### src/rtl/frame_update_sched.sv
// Vertical-blanking update scheduler: latches game-logic requests at the start of
// blanking and hands out the update window to one requester at a time, round-robin.
module frame_update_sched #(
  parameter int N_REQ   = 3,
  parameter int TIMEOUT = 4095
) (
  input  logic             pclk,
  input  logic             rst,
  input  logic             vblnk_in,
  input  logic [N_REQ-1:0] req,
  input  logic [N_REQ-1:0] done,
  output logic [N_REQ-1:0] gnt,
  output logic             frame_start,
  output logic             commit,
  output logic             busy,
  output logic             overrun,
  output logic             timeout,
  output logic [7:0]       overrun_cnt
);

  localparam int IW = (N_REQ < 2) ? 1 : $clog2(N_REQ);
  localparam int TW = (TIMEOUT < 1) ? 1 : $clog2(TIMEOUT + 1);
  localparam logic [N_REQ-1:0] ONE      = 1;
  localparam logic [TW-1:0]    TMAX     = TW'(TIMEOUT);
  localparam logic [IW-1:0]    PTR_INIT = IW'(N_REQ - 1);

  typedef enum logic [1:0] {S_IDLE, S_ARB, S_WAIT} state_t;

  state_t           state_q, state_d;
  logic             vblnk_q;
  logic [N_REQ-1:0] pending_q, pending_d;
  logic [IW-1:0]    ptr_q, ptr_d;
  logic [IW-1:0]    idx_q, idx_d;
  logic [TW-1:0]    timer_q, timer_d;
  logic [N_REQ-1:0] gnt_q, gnt_d;
  logic             frame_start_q, frame_start_d;
  logic             commit_q, commit_d;
  logic             busy_q, busy_d;
  logic             overrun_q, overrun_d;
  logic             timeout_q, timeout_d;
  logic [7:0]       ovr_cnt_q, ovr_cnt_d;

  logic             rise, fall;
  logic [IW-1:0]    cand [N_REQ];
  logic [N_REQ-1:0] cand_hit;
  logic [IW-1:0]    pick_idx;

  assign rise = vblnk_in & ~vblnk_q;
  assign fall = ~vblnk_in & vblnk_q;

  // cand[gi] is the requester at distance gi+1 after the last one served.
  for (genvar gi = 0; gi < N_REQ; gi++) begin : g_cand
    logic [IW:0] sum;
    assign sum          = {1'b0, ptr_q} + (IW+1)'(gi + 1);
    assign cand[gi]     = (sum >= (IW+1)'(N_REQ)) ? IW'(sum - (IW+1)'(N_REQ)) : IW'(sum);
    assign cand_hit[gi] = pending_q[cand[gi]];
  end

  always_comb begin
    pick_idx = '0;
    for (int i = N_REQ - 1; i >= 0; i--) begin
      if (cand_hit[i]) pick_idx = cand[i];
    end
  end

  always_comb begin
    state_d       = state_q;
    pending_d     = pending_q;
    ptr_d         = ptr_q;
    idx_d         = idx_q;
    timer_d       = timer_q;
    gnt_d         = gnt_q;
    frame_start_d = 1'b0;
    commit_d      = 1'b0;
    overrun_d     = overrun_q;
    timeout_d     = timeout_q;
    ovr_cnt_d     = ovr_cnt_q;

    case (state_q)
      S_IDLE: begin
        if (rise) begin
          pending_d     = req;
          frame_start_d = 1'b1;
          overrun_d     = 1'b0;
          timeout_d     = 1'b0;
          state_d       = S_ARB;
        end
      end
      S_ARB: begin
        if (|pending_q) begin
          gnt_d   = ONE << pick_idx;
          idx_d   = pick_idx;
          timer_d = '0;
          state_d = S_WAIT;
        end else begin
          commit_d = vblnk_in & ~overrun_q;
          state_d  = S_IDLE;
        end
      end
      S_WAIT: begin
        if (done[idx_q] || (timer_q == TMAX)) begin
          gnt_d            = '0;
          pending_d[idx_q] = 1'b0;
          ptr_d            = idx_q;
          state_d          = S_ARB;
          if (!done[idx_q]) timeout_d = 1'b1;
        end else begin
          timer_d = timer_q + 1'b1;
        end
      end
      default: state_d = S_IDLE;
    endcase

    // Blanking ended mid-schedule: flag it, but let the current grant run on.
    if (fall && (state_q != S_IDLE)) begin
      overrun_d = 1'b1;
      if (ovr_cnt_q != 8'hFF) ovr_cnt_d = ovr_cnt_q + 8'd1;
    end

    busy_d = (state_d != S_IDLE);
  end

  always_ff @(posedge pclk) begin
    if (rst) begin
      state_q       <= S_IDLE;
      vblnk_q       <= 1'b0;
      pending_q     <= '0;
      ptr_q         <= PTR_INIT;
      idx_q         <= '0;
      timer_q       <= '0;
      gnt_q         <= '0;
      frame_start_q <= 1'b0;
      commit_q      <= 1'b0;
      busy_q        <= 1'b0;
      overrun_q     <= 1'b0;
      timeout_q     <= 1'b0;
      ovr_cnt_q     <= '0;
    end else begin
      state_q       <= state_d;
      vblnk_q       <= vblnk_in;
      pending_q     <= pending_d;
      ptr_q         <= ptr_d;
      idx_q         <= idx_d;
      timer_q       <= timer_d;
      gnt_q         <= gnt_d;
      frame_start_q <= frame_start_d;
      commit_q      <= commit_d;
      busy_q        <= busy_d;
      overrun_q     <= overrun_d;
      timeout_q     <= timeout_d;
      ovr_cnt_q     <= ovr_cnt_d;
    end
  end

  assign gnt         = gnt_q;
  assign frame_start = frame_start_q;
  assign commit      = commit_q;
  assign busy        = busy_q;
  assign overrun     = overrun_q;
  assign timeout     = timeout_q;
  assign overrun_cnt = ovr_cnt_q;

endmodule

### config.mk
export PLATFORM = sky130hd
export DESIGN_NAME = frame_update_sched
export DESIGN_NICKNAME = d
export VERILOG_FILES = /design/src/rtl/frame_update_sched.sv
export SDC_FILE = /design/constraint.sdc
export NUM_CORES = 1
export LEC_CHECK = 0
export BUFFER_PORTS_ARGS = -buffer_cell sky130_fd_sc_hd__buf_2
export CAP_MARGIN = 15
export CORE_ASPECT_RATIO = 0.9
export CORE_UTILIZATION = 55
export DETAILED_ROUTE_END_ITERATION = 10
export GPL_ROUTABILITY_DRIVEN = 1
export PLACE_DENSITY = 0.85
export SLEW_MARGIN = 10
export SYNTH_ARGS = -nofsm -noshare
export SYNTH_HDL_FRONTEND = slang
export SYNTH_SLANG_ARGS = --single-unit
### constraint.sdc
create_clock -name pclk -period 5.1 [get_ports pclk]
set_clock_uncertainty 0.05 [all_clocks]
set_input_delay 0.765 -clock pclk [delete_from_list [all_inputs] [get_ports pclk]]
set_output_delay 0.765 -clock pclk [all_outputs]
set_load 0.01 [all_outputs]
**After elaboration in Yosys (flattened, before gate mapping)**

Cells that the tools add are included.

- Bits of input ports: 9
- Logic and storage cells: 106
- Bits in registers: 38
- Output and inout bits: 16

- Mux-type cells: 36
- Bitwise gates (word level): 10
- Equality and inequality tests: 9
- Shifts and indexed selects: 1
- Reduce and logical (&&, ||, !) cells: 21
- Order comparisons: 8
- $add $sub $neg: 8

Operators with widths:

| cell | count |
|---|---|
| $mux W12 | 2 |
| $pmux W12 S2 | 1 |
| $mux W2 | 9 |
| $add A12 B1 Y12 const B | 1 |
| $eq A12 B12 Y1 const B | 1 |
| $lt A2 B3 Y1 const B | 4 |
| $mux W3 | 4 |
| $pmux W3 S2 | 2 |
| $reduce_bool A2 Y1 | 6 |
| $mux W1 | 11 |
| $ne A2 B2 Y1 const B | 5 |
| $ge A3 B2 Y1 const B | 3 |
| $reduce_and A3 Y1 | 3 |
| $add A8 B1 Y8 const B | 1 |
| $bmux W1 S2 | 4 |
| $ne A8 B8 Y1 const B | 1 |
| $reduce_and A2 Y1 | 4 |
| $add A2 B2 Y3 const B | 2 |
| $pmux W2 S3 | 1 |
| $sub A2 B2 Y2 const B | 3 |
| $not A1 Y1 | 5 |
| $reduce_or A5 Y1 | 1 |
| $reduce_and A4 Y1 | 1 |
| $add A2 B1 Y3 const B | 1 |
| 14 further kinds | 17 |

**Depth between registers and ports, before layout**

Gate-level depths: netlist of run 1.

- Depth after elaboration: 11
- Depth in mapped cells: 8
- Depth with buffers taken out: 7

**Worst setup path before layout of run 1**

OpenSTA, ideal clock, no wires.

- Kind: input-to-reg
- From: input done[0]
- To: register timer_q[10]
- Arrival: 2.066 ns
- Library setup time: 0.072 ns
- Path slack: 2.912 ns
- Buffers on the path: 1
- Stages on the path: 6
- Required time: 4.978 ns
- Path through: mux2_4 a21o_1 buf_6 a211o_1 or3_1 a21oi_1

- Cells in the longest elaborated chain, start to end: 5

RTL lines:

| element | line | source |
|---|---|---|
| start, declared | 11 | `input logic [N_REQ-1:0] done,` |
| $bmux W1 S2 | 101 | `if (done[idx_q] \|\| (timer_q == TMAX)) begin` |
| $mux W1 (not written as such) | 101 |  |
| $logic_or A1 B1 Y1 | 101 |  |
| $ne A2 B2 Y1 (no line) | -- |  |
| $reduce_and A3 Y1 (no line) | -- |  |
| end signal, assigned | 144 | `timer_q <= timer_d;` |
| end, declared | 34 | `logic [TW-1:0] timer_q, timer_d;` |

Every way passes these cells. The select of a mux whose other input is x is not followed.
A chain may end at the register's enable or synchronous reset.

**Worst setup path in the final report of run 1**

- From: register state_q[0]
- To: register gnt_q[0], in the netlist gnt[0]

- Cells in the longest elaborated chain, start to end: 3
- Elaborated cells on any way between the ends: 7
- Those cells by class: eq/ne (4); mux (1); reduce/logical (2)

RTL lines:

| element | line | source |
|---|---|---|
| start, declared | 29 | `state_t state_q, state_d;` |
| start signal, assigned | 139 | `state_q <= state_d;` |
| $eq A2 B1 Y1 / $eq A2 B2 Y1 (equally long branches) | 79 | `case (state_q)` |
| $ne A2 B2 Y1 (no line) / $reduce_bool A2 Y1 (equally long branches) | -- |  |
| $reduce_and A3 Y1 (no line) | -- |  |
| end signal, assigned | 145 | `gnt_q <= gnt_d;` |
| end, declared | 35 | `logic [N_REQ-1:0] gnt_q, gnt_d;` |

Several ways; a longest one is shown, not always the timed one.

==> results of run 1 <==
## routing by layer
metal / share of wire [%] / vias to the layer above
met2: 46 / 57
met5: 0 / -
li1: - / 865
met1: 48 / 806
met4: 1.1 / 0
met3: 5.2 / 6
## worst max-delay path by stage
stage | end | slack (ps) | cells after the start
3_3_place_gp | timer_q[10]$_SDFFE_PP0P_ | 2750 | 6
6_report | gnt[0]$_SDFFE_PP0P_ | 2590 | 7
5_1_grt | gnt[0]$_SDFFE_PP0P_ | 2390 | 7
2_1_floorplan | timer_q[10]$_SDFFE_PP0P_ | 2910 | 6
4_1_cts | gnt[0]$_SDFFE_PP0P_ | 2700 | 7
3_5_place_dp | timer_q[10]$_SDFFE_PP0P_ | 2690 | 6
## where the power goes
group          internal, W   total, W  leakage (nW)  switching, W
combinational    0.0000224  0.0000628         0.533     0.0000404
clock             0.000146   0.000249        0.0524      0.000103
sequential        0.000304   0.000310         0.308    0.00000603
total             0.000473   0.000622         0.893      0.000149
## placed cells by master (no fill, tap or decap), types with 3 or more instances in the layout
cell	n
dfxtp_1	38
buf_2	24
nor2_1	20
inv_1	15
o21ai_0	13
nand2_1	12
nand3_1	11
a21oi_1	10
ha_1	9
and3_1	7
nor3_1	6
nand4_1	6
xor2_1	5
mux2i_1	5
xnor2_1	5
clkbuf_8	5
nand2b_1	4
a31o_2	4
o211ai_1	3
nor4_1	3
a32o_1	3
## cell families (layout without fill, tap and decap cells)
| group | Yosys count | after routing | share of synthesized area (%) |
|---|---|---|---|
| AO/OA/AOI/OAI | 57 | 57 | 20.81 |
| XOR/XNOR | 10 | 10 | 4.413 |
| adder cells (fa/ha/maj) | 9 | 9 | 5.675 |
| buffers and inverters | 22 | 48 | 4.602 |
| flip-flops | 38 | 38 | 38.34 |
| multiplexers | 7 | 7 | 3.846 |
| AND/OR/NAND/NOR | 83 | 83 | 22.32 |
## cell type report
type                       instances  share of cell area [%]
multi-input combinational        166                   50.67
sequential                        38                   34.04
timing repair buffer              24                   5.375
clock buffer                       7                   3.415
inverter                          16                   2.688
tap                               44                   2.464
clock inverter                     1                   1.344
## worst max-delay path: stages, from the launching register on
cell	delay, ps
dfxtp_1	360
inv_1	110
ha_1	640
inv_1	220
a211oi_1	320
nand2_1	180
a31oi_1	370
a22o_1	210
## stage by stage
stage	hold slack (ps)	util (%)
after global placement	395.4	62.54
after detailed placement	408.3	62.54
after global routing	448.1	65.66
final	418.5	65.66
after CTS	426.5	65.66
after floorplan	425.5	-
## registers in the layout (all words and copies together) (netlist names)
name         cells
busy             1
commit           1
frame_start      1
gnt              3
idx_q            2
overrun          1
overrun_cnt      8
pending_q        3
ptr_q            2
state_q          2
timeout          1
timer_q         12
vblnk_q          1
==> results.yml, run 1 <==
placement:
  dp_slack_ps: 2687
  dpl.cell_count: 288
  portBuffers: 24
  placed_area_mm2: 0.002128
  dpl.hpwl_mm: 3.042
  gp_congestion: 0.8216
global_routing:
  grt_pass1_vias: 1613
  grt.overflow.total: 0
  grt_usage_pct: 23.98
  use_met3_pct: 5.962
  grt_pass1_wl_mm: 7.031
  met2_usage_pct: 36.97
  grt_max_degree: 21
  top_usage_layer: "met2"
  antenna_found_initial: 0
  use_met1_pct: 31.53
clock_network:
  cts_tree: "done"
  cts_buffer_depth: 2
  post_cts_buffers: 0
  path_clk_slew_ps: 70
  ctsHoldBuffers: 0
  htree_levels: 2
  cts_resized: 0
  clock-sinks: 38
  cts-root-buf: "clkbuf_8"
  clock_latency_ps: 290
  cts_buffers: 5
timing:
  grt_setup_unrepaired: "false"
  tightestPinTransition_ps: 725.3
  min_period_over_period_pct: 49.13
  setup_viol: 0
  drv_slew: 0
  setup_ws_ps: 2595
  slew_headroom_pct: 51.65
  finalSetupTns_ps: 0
  report.final.hold_viol_count: 0
  fin_crit_ps: 2505
  max_clock_freq_mhz: 399.1
yosys:
  ys_async_sr_fraction_pct: 0
  synth_cells: 226
  synth_top_area_share_pct: 38.34
  ys_ff_latch: 38
  synth_fp_nets: 244
  yosysMostFrequentCell: "dfxtp_1"
  syn_area_per_cell_um2: 8.781
  ys_seq_area_share_pct: 38.34
  ys_top_cells_by_area: "dfxtp_1 (38%), ha_1 (5.7%), nor2_1 (3.8%)"
  yosys-top-cells-count: "dfxtp_1 (38), nor2_1 (20), inv_1 (15)"
  ys_types: 54
  synth.yosys.warnings: 0
  yosysTopAreaCell: "dfxtp_1"
  syn_area_mm2: 0.001984
  synthFlopType: "dfxtp_1"
  synth_edf_count: 0
die:
  start_util_pct: 58.31
  die_w_um: 65.32
  core-area_mm2: 0.003403
  die_area_mm2: 0.003853
  die_h_um: 58.99
  ios: 25
  rows: 20
finish:
  num-nets-final: 269
  design_area_mm2: 0.002235
  fillCellCount: 307
  multi_input_area_mm2: 0.001132
  regArea_um2: 760.7
  finalNonFillerCells: 296
  n_antenna_cell: 0
  layout-drive-gt1-share_pct: 17.86
  area_delta_synth_final_pct: 12.61
drt:
  drt_iter0_markers: 106
  ant_nets: 0
  dr.pass1.iters: 4
  drc: 0
  wl_per_cell_um: 14.36
  via_count: 1734
  totalWireLength_mm: 4.251
  via_per_inst: 5.858
worst_hold_path:
  hp-start: "gnt[1]$_SDFFE_PP0P_"
  min_to: "gnt[1]$_SDFFE_PP0P_"
  min_delay_path_depth: 1
  hold_path_class: "reg -> reg"
setup_path:
  reg2reg_to: "gnt[0]$_SDFFE_PP0P_"
  reg2regPathDepth: 7
  worstSetupStartpoint: "state_q[0]$_SDFF_PP0_"
  cp-start-kind: "flop"
  crit_fanout: 19
  worstPathRequired_ps: 5290
  rrSetupSlack_ps: 2590
  crit_type: "reg -> reg"
  end_kind: "flop"
  rr_startpoint: "state_q[0]$_SDFF_PP0_"
  crit_arrival_ps: 2690
pwr:
  leakage_nw: 0.8928
  peakVddDrop_uv: 170.1
  p_per_area_mw_per_mm2: 278.4
  fin_total_pwr_w: 0.0006220
outcome:
  status: "complete, no violations"
flow_run:
  max-cap-violations: 0
Note: power is estimated with default switching activity, not from simulation.
==> inputs of run 2 (changes only) <==
Settings changed: CORE_UTILIZATION 55 to 51, PLACE_DENSITY 0.85 to 0.83.
Clock period 5.1 ns to 2.12 ns, I/O delays scaled along.
==> results.yml, run 2 (synthesized netlist as in run 1, its figures left out) <==
outcome:
  status: "complete, no violations"
placement:
  gp_congestion: 0.8908
  dpl.cell_count: 303
  dpl.hpwl_mm: 3.195
  portBuffers: 24
global_routing:
  grt_pass1_wl_mm: 7.238
  top_usage_layer: "met2"
  use_met1_pct: 31.11
  use_met3_pct: 6.111
  grt_usage_pct: 23.82
  grt_max_degree: 20
  grt_pass1_vias: 1561
  met2_usage_pct: 37.48
  antenna_found_initial: 0
  grt.overflow.total: 0
worst_hold_path:
  hold_path_class: "in -> reg"
timing:
  max_clock_freq_mhz: 476.5
  tightestPinTransition_ps: 459.8
  fin_crit_ps: 2099
  report.final.hold_viol_count: 0
  setup_viol: 0
  drv_slew: 0
  min_period_over_period_pct: 99.00
  hold_ws_ps: 179.0
  finalSetupTns_ps: 0
  slew_headroom_pct: 69.06
clock_network:
  clock-sinks: 38
  clock_latency_ps: 300
  ctsHoldBuffers: 0
  cts_buffers: 5
  cts_tree: "done"
  cts-root-buf: "clkbuf_8"
  cts_buffer_depth: 2
  path_clk_slew_ps: 80
  htree_levels: 2
finish:
  final_common_cell: "dfxtp_1"
  num-nets-final: 283
  layout-drive-gt1-share_pct: 24.06
  top_register: "timer_q"
  area_delta_synth_final_pct: 18.47
  n_antenna_cell: 0
  largest_reg_flops: 12
  finalNonFillerCells: 312
  fillCellCount: 313
  layout_common_cells: "dfxtp_1 (36), buf_2 (24), nor2_1 (20)"
setup_path:
  crit_fanout: 7
  crit_arrival_ps: 2230
  slowest_stage: "or3b_2"
  path_cells: "inv_1 > ha_1 > or3b_2 > a41oi_4 > buf_4 > mux2i_1 > nor2_1"
  cp-start-kind: "flop"
  crit_family: "simple AND/OR/NAND/NOR gates"
  crit_path_max_incr_delay_ps: 490
  crit_type: "reg -> reg"
  cp.buffers_inverters: 2
  worstPathRequired_ps: 2250
  end_kind: "flop"
drt:
  ant_nets: 0
  drt_iter0_markers: 118
  drc: 0
  totalWireLength_mm: 4.492
  via_count: 1818
  dr.pass1.iters: 4
  via_per_inst: 5.827
  wl_per_cell_um: 14.40
die:
  core-area_mm2: 0.003731
  start_util_pct: 53.19
  die_w_um: 67.75
  die_area_mm2: 0.004145
  ios: 25
  die_h_um: 61.18
  rows: 21
pwr:
  p_per_area_mw_per_mm2: 608.0
  leakage_nw: 0.9640
  peakVddDrop_uv: 515.6
flow_run:
  max-cap-violations: 0
==> run 2: changes by cell type in the layout (fill, tap and decap cells not counted), sizes merged <==
cell    delta
clkinv     +1
buf       +14
bufinv     -1
==> run 2: worst register-to-register path, delay by kind of cell, from the launching register on <==
| family | cells | cell delay, ps |
|---|---|---|
| adder cells (fa/ha/maj) | 1 | 220 |
| AND/OR/NAND/NOR | 2 | 560 |
| buffers and inverters | 2 | 280 |
| multiplexers | 1 | 180 |
| flip-flops | 1 | 410 |
| AO/OA/AOI/OAI | 1 | 280 |
==> run 2: worst paths after layout <==
check / end / cells after the start / slack (ps) / from
worst max register to register: overrun_cnt[1]$_SDFFE_PP0P_ / 7 / 20 / state_q[1]$_SDFF_PP0_
worst max-delay path: overrun_cnt[1]$_SDFFE_PP0P_ / 7 / 20 / state_q[1]$_SDFF_PP0_
worst min register to register: commit$_SDFF_PP0_ / 1 / 430 / overrun$_SDFFE_PP0P_
worst min-delay path: pending_q[1]$_SDFFE_PP0P_ / 2 / 180 / req[1]
==> run 2: through the flow <==
step / instance area, µm² / total power [W] / setup WS, ps / util [%]
global placement: 2228 / 0.0009209 / 78.05 / 59.72
floorplan: 1984 / 0.0008660 / 141.6 / -
detailed placement: 2228 / 0.0009245 / 38.08 / 59.72
CTS: 2320 / 0.001431 / 4.171 / 62.17
finish: 2351 / 0.001429 / 21.18 / 63.01
global route: 2351 / 0.001487 / -47.17 / 63.01
==> run 2: final cells by class <==
| type | count | area (µm²) | share of cell area (%) |
|---|---|---|---|
| multi-input combinational | 166 | 1154 | 49.07 |
| timing repair buffer | 38 | 225.2 | 9.580 |
| inverter | 16 | 60.06 | 2.555 |
| tap | 46 | 57.56 | 2.448 |
| clock buffer | 7 | 86.33 | 3.672 |
| sequential | 38 | 763.2 | 32.46 |
| clock inverter | 1 | 5.005 | 0.2129 |
==> run 2: where the power goes <==
| group | total, W | internal [W] | leakage, nW | switching (W) |
|---|---|---|---|---|
| logic | 0.000173 | 0.0000694 | 0.607 | 0.000104 |
| clock network | 0.000511 | 0.000262 | 0.0482 | 0.000249 |
| registers | 0.000745 | 0.000732 | 0.309 | 0.0000128 |
| total | 0.00143 | 0.00106 | 0.964 | 0.000366 |
==> run 2: routing by layer <==
metal / part of all wire (%) / vias up
met2: 46 / 70
met4: 1.8 / 0
met1: 45 / 842
li1: - / 895
met3: 7.3 / 11
met5: 0 / -
==> run 2: what timing repair did <==
action                                  4_1_cts  5_1_grt
gates resized for setup                       0        7
setup buffers                                 0        1
endpoints found under the setup margin        0       22
